--- src/rtl/mem_port_arbiter.sv ---
// mem_port_arbiter: shares one single-port memory between the instruction-fetch
// unit and the load/store unit of the RISC16 core.
//
// Each requester holds req until it sees its one-cycle ack. Accesses are
// serialised and go through IDLE -> ACCESS (1+WAIT_STATES cycles) -> DONE.
// When both sides request at once, the side not granted last time wins.
//
// Ports:
//   clk_i, rst_i                  clock, synchronous active-high reset
//   if_req_i, if_addr_i           fetch request / word address
//   if_ack_o                      fetch completion pulse
//   d_req_i, d_we_i, d_addr_i,    data request, 1 = store, address,
//   d_wdata_i                     store data
//   d_ack_o                       data completion pulse
//   rdata_o                       read data, non-zero only in a read ack cycle
//   mem_en_o, mem_we_o,           memory strobe, write enable,
//   mem_addr_o, mem_wdata_o       address, write data
//   mem_rdata_i                   synchronous memory read data
//   busy_o                        high while not idle
module mem_port_arbiter #(
    parameter int unsigned ADDR_W      = 16,
    parameter int unsigned DATA_W      = 16,
    parameter int unsigned WAIT_STATES = 0
) (
    input  logic              clk_i,
    input  logic              rst_i,
    input  logic              if_req_i,
    input  logic [ADDR_W-1:0] if_addr_i,
    output logic              if_ack_o,
    input  logic              d_req_i,
    input  logic              d_we_i,
    input  logic [ADDR_W-1:0] d_addr_i,
    input  logic [DATA_W-1:0] d_wdata_i,
    output logic              d_ack_o,
    output logic [DATA_W-1:0] rdata_o,
    output logic              mem_en_o,
    output logic              mem_we_o,
    output logic [ADDR_W-1:0] mem_addr_o,
    output logic [DATA_W-1:0] mem_wdata_o,
    input  logic [DATA_W-1:0] mem_rdata_i,
    output logic              busy_o
);

    localparam logic [3:0] WaitLast = 4'(WAIT_STATES);
    localparam logic       OwnFetch = 1'b0;
    localparam logic       OwnData  = 1'b1;

    typedef enum logic [1:0] {StIdle, StAccess, StDone} state_e;

    state_e              state_q, state_d;
    logic [3:0]          wait_cnt_q, wait_cnt_d;
    logic                owner_q, owner_d;
    logic                last_q, last_d;
    // Store flag survives past ACCESS so the DONE cycle knows to gate rdata.
    logic                op_we_q, op_we_d;
    logic                mem_en_q, mem_en_d;
    logic                mem_we_q, mem_we_d;
    logic [ADDR_W-1:0]   mem_addr_q, mem_addr_d;
    logic [DATA_W-1:0]   mem_wdata_q, mem_wdata_d;
    logic                if_ack_q, if_ack_d;
    logic                d_ack_q, d_ack_d;
    logic                grant_data;

    always_ff @(posedge clk_i) begin
        if (rst_i) begin
            state_q     <= StIdle;
            wait_cnt_q  <= '0;
            owner_q     <= OwnFetch;
            last_q      <= OwnData;  // fetch wins the first tie
            op_we_q     <= 1'b0;
            mem_en_q    <= 1'b0;
            mem_we_q    <= 1'b0;
            mem_addr_q  <= '0;
            mem_wdata_q <= '0;
            if_ack_q    <= 1'b0;
            d_ack_q     <= 1'b0;
        end else begin
            state_q     <= state_d;
            wait_cnt_q  <= wait_cnt_d;
            owner_q     <= owner_d;
            last_q      <= last_d;
            op_we_q     <= op_we_d;
            mem_en_q    <= mem_en_d;
            mem_we_q    <= mem_we_d;
            mem_addr_q  <= mem_addr_d;
            mem_wdata_q <= mem_wdata_d;
            if_ack_q    <= if_ack_d;
            d_ack_q     <= d_ack_d;
        end
    end

    // Data wins only if fetch is absent or fetch had the previous grant.
    assign grant_data = d_req_i && (!if_req_i || (last_q == OwnFetch));

    always_comb begin
        state_d     = state_q;
        wait_cnt_d  = wait_cnt_q;
        owner_d     = owner_q;
        last_d      = last_q;
        op_we_d     = op_we_q;
        mem_en_d    = mem_en_q;
        mem_we_d    = mem_we_q;
        mem_addr_d  = mem_addr_q;
        mem_wdata_d = mem_wdata_q;
        if_ack_d    = 1'b0;
        d_ack_d     = 1'b0;

        unique case (state_q)
            StIdle: begin
                mem_en_d    = 1'b0;
                mem_we_d    = 1'b0;
                mem_addr_d  = '0;
                mem_wdata_d = '0;
                if (if_req_i || d_req_i) begin
                    owner_d    = grant_data ? OwnData : OwnFetch;
                    last_d     = grant_data ? OwnData : OwnFetch;
                    op_we_d    = grant_data && d_we_i;
                    mem_en_d   = 1'b1;
                    mem_we_d   = grant_data && d_we_i;
                    mem_addr_d = grant_data ? d_addr_i : if_addr_i;
                    mem_wdata_d = (grant_data && d_we_i) ? d_wdata_i : '0;
                    wait_cnt_d = '0;
                    state_d    = StAccess;
                end
            end
            StAccess: begin
                if (wait_cnt_q == WaitLast) begin
                    mem_en_d    = 1'b0;
                    mem_we_d    = 1'b0;
                    mem_addr_d  = '0;
                    mem_wdata_d = '0;
                    if_ack_d    = (owner_q == OwnFetch);
                    d_ack_d     = (owner_q == OwnData);
                    wait_cnt_d  = '0;
                    state_d     = StDone;
                end else begin
                    wait_cnt_d = wait_cnt_q + 4'd1;
                end
            end
            StDone: begin
                state_d = StIdle;
            end
            default: begin
                state_d = StIdle;
            end
        endcase
    end

    assign if_ack_o    = if_ack_q;
    assign d_ack_o     = d_ack_q;
    assign mem_en_o    = mem_en_q;
    assign mem_we_o    = mem_we_q;
    assign mem_addr_o  = mem_addr_q;
    assign mem_wdata_o = mem_wdata_q;
    assign busy_o      = (state_q != StIdle);
    assign rdata_o     = (if_ack_q || (d_ack_q && !op_we_q)) ? mem_rdata_i : '0;

endmodule

--- config.mk ---
export PLATFORM = sky130hd
export DESIGN_NAME = mem_port_arbiter
export DESIGN_NICKNAME = d
export VERILOG_FILES = /design/src/rtl/mem_port_arbiter.sv
export SDC_FILE = /design/constraint.sdc
export NUM_CORES = 1
export LEC_CHECK = 0
export ABC_AREA = 1
export BUFFER_PORTS_ARGS = -buffer_cell sky130_fd_sc_hd__buf_2
export CORE_UTILIZATION = 41
export CTS_BUF_LIST = sky130_fd_sc_hd__clkbuf_4 sky130_fd_sc_hd__clkbuf_8 sky130_fd_sc_hd__clkbuf_16
export DETAILED_ROUTE_END_ITERATION = 6
export PLACE_DENSITY = 0.76
export SYNTH_ARGS = -nofsm -noshare
export SYNTH_HDL_FRONTEND = slang
export SYNTH_SLANG_ARGS = --single-unit
--- constraint.sdc ---
create_clock -name clk_i -period 1.3 [get_ports clk_i]
set_clock_uncertainty 0.15 [all_clocks]
set_input_delay 0.065 -clock clk_i [delete_from_list [all_inputs] [get_ports clk_i]]
set_output_delay 0.065 -clock clk_i [all_outputs]
set_load 0.02 [all_outputs]
==> out/results.ini <==
[status]
status = finished with violations
violations = negative setup slack

[power]
leakage_nw = 1.96
ir_drop_uv = 579
powerDensity_mw_per_mm2 = 890

[yosys]
yosys.cell_types.count = 20
synth_commonest_cells = nand3_1, inv_1, dfxtp_1, a21oi_1, nand2_1
ys_ff_latch = 45
ys_seq_area_frac = 0.392
synthesis.nets = 392
synth-main-ff-cell = dfxtp_1
post-synth-top-count-cell = nand3_1
synth_top_area_share = 0.392
synthTopCellsByArea = dfxtp_1, nand3_1, a21oi_1
synth_area_per_cell_um2 = 7.15
syn_inst = 321
yosysWarnings = 0
syn_area_mm2 = 0.00230
yosys.area.top_type = dfxtp_1
synth_async_sr_flop_share = 0
synth_edf_count = 0

[global_route]
first_global_vias = 2675
grt-ovfl-total = 0
grt_usage = 0.250
antenna_found_initial = 0
grt_max_degree = 37
grt_pass1_wl_um = 11900

[detailed_routing]
initialDrtViolationCount = 203
antenna_left = 0
wl_per_cell_um = 15.5
drt-pass1-iter-count = 4
avgViaCountPerCell = 5.20
finalWirelength_um = 8830
drc = 0
vias = 2966

[critical_path]
critical_path_class = reg2reg
start_kind = flip-flop
cp_data_arrival_time_ns = 1.64
crit_path_cell_trace = inv_4 > nand2_4 > buf_12 > nor2_8 > clkbuf_16 > nand3_1 > a21oi_1
critPathMaxStageDelay_ns = 0.37
endpoint_kind = flip-flop
crit_fanout = 9
cp_slowest_cell = dfxtp_4
required_ns = 1.38

[sta]
period_share = 1.20
timing.hold.ws_ns = 0.00351
fmax_mhz = 640
finalCriticalPeriod_ns = 1.56
slew_viol_final = 0
tightest_slew_ns = 0.473
worst_slack_ns = -0.263
rsz0062_at_grt = yes
finalHoldViolCount = 0
slew_headroom = 0.685
setup_viol = 56

[final_layout]
post_route_cells_drive_above_1_share = 0.456
n_antenna_cell = 0
nets = 571
syn2layout_area_growth_pct = 75.3
multi_input_area_mm2 = 0.00130
ff_latch_area_um2 = 910
fillCellCount = 348

[placement]
io_buffer_count = 121
post-place-ws_ns = -0.0390
gp_congestion = 0.817
hpwl_um = 4600

[floorplanning]
die_w_um = 76.8
num_rows = 26
start_util = 0.438
dieHeight_um = 76.8
dieArea_mm2 = 0.00590
ios = 122
fp.coreArea_mm2 = 0.00524

[clocking]
cts_inserted_buffers = 5
htree_levels = 2
cts_tree = done
clk_latency_ns = 0.30
cts_root_buf = clkbuf_8
clk_transition_reported_paths_ns = 0.09
cts.sinks = 45
clockBufferDepth = 2

[hold_path]
min_path_type = in2reg

[flow_run]
cap_violations = 0

## cell families (layout without fill, tap and decap cells)
group                    count (synthesis)  after routing  share of synthesized area
buffers and inverters                   69            248                      0.143
adder cells (fa/ha/maj)                  2              2                     0.0109
AO/OA/AOI/OAI                           37             37                     0.0807
flip-flops                              45             45                      0.392
AND/OR/NAND/NOR                        168            168                      0.373
## worst paths after layout
path / startpoint / to / slack [ns] / cells past startpoint
worst max-delay path: state_q[1]$_SDFFE_PP0P_ / mem_wdata_o[6]$_SDFFE_PP0P_ / -0.26 / 7
worst min-delay path: d_addr_i[4] / mem_addr_o[4]$_SDFFE_PP0P_ / 0.004 / 4
worst max register to register: state_q[1]$_SDFFE_PP0P_ / mem_wdata_o[6]$_SDFFE_PP0P_ / -0.26 / 7
worst min register to register: owner_q$_SDFFE_PP0P_ / d_ack_o$_SDFF_PP0_ / 0.30 / 2
## sequential cells by signal (all words and copies together) (netlist names)
register / flops
d_ack_o: 1
if_ack_o: 1
last_q: 1
mem_addr_o: 16
mem_en_o: 1
mem_wdata_o: 16
mem_we_o: 1
op_we_q: 1
owner_q: 1
state_q: 2
wait_cnt_q: 4
## through the flow
stage               utilization  TNS [ns]  instances  total power, mW  area, um2
finish                    0.769     -6.14        570             3.58       4030
global route              0.769     -8.91        570             3.72       4030
CTS                       0.688     -2.09        561             3.36       3600
detailed placement        0.584    -0.173        514             2.34       3060
global placement          0.584         0        514             2.33       3060
floorplan                     -         0        321             2.03       2300
## worst max-delay path: cells and delay by family, from the launching register on
kind | cells | cell delay, ns
buf+inv | 3 | 0.40
flops | 1 | 0.37
compound gates | 1 | 0.19
simple gates | 3 | 0.39
## repair_timing
item                                    in CTS  in global routing
setup buffers                                3                  6
hold buffers                                36                  0
cloned                                       1                  3
hold endpoints to repair                    35                  0
pin swaps                                    3                 14
resized for setup                           19                 84
endpoints found under the setup margin      51                 52
## metal layers
metal	vias up	global-route usage	wire length, um
li1	1400	-	-
met1	1372	0.293	3270
met2	174	0.448	4640
met3	20	0.0607	684
met4	0	0.0692	229
met5	-	0	0
## final cells by class
cell class / instances / area share
multi-input combinational: 207 / 0.324
timing repair buffer: 191 / 0.359
tap: 70 / 0.0218
clock buffer: 7 / 0.0224
sequential: 45 / 0.226
inverter: 50 / 0.0472
## cells in the final DEF (no fill, tap or decap), drive strengths merged
cell         netlist  final
nand2             38     38
nor2              35     35
dfxtp             45     45
a21oi             37     37
nand3b            16     16
buf               16    152
nand4              3      3
clkbuf             3     10
inv               50     50
ha                 2      2
nand3             76     76
dlygate4sd3        0     36
## power by group
part	switching, mW	total, mW	internal [mW]
Combinational	0.634	1.17	0.541
Clock	0.464	0.907	0.443
Sequential	0.0486	1.50	1.45
Total	1.15	3.58	2.43
Power figures use the tool's default switching activity.
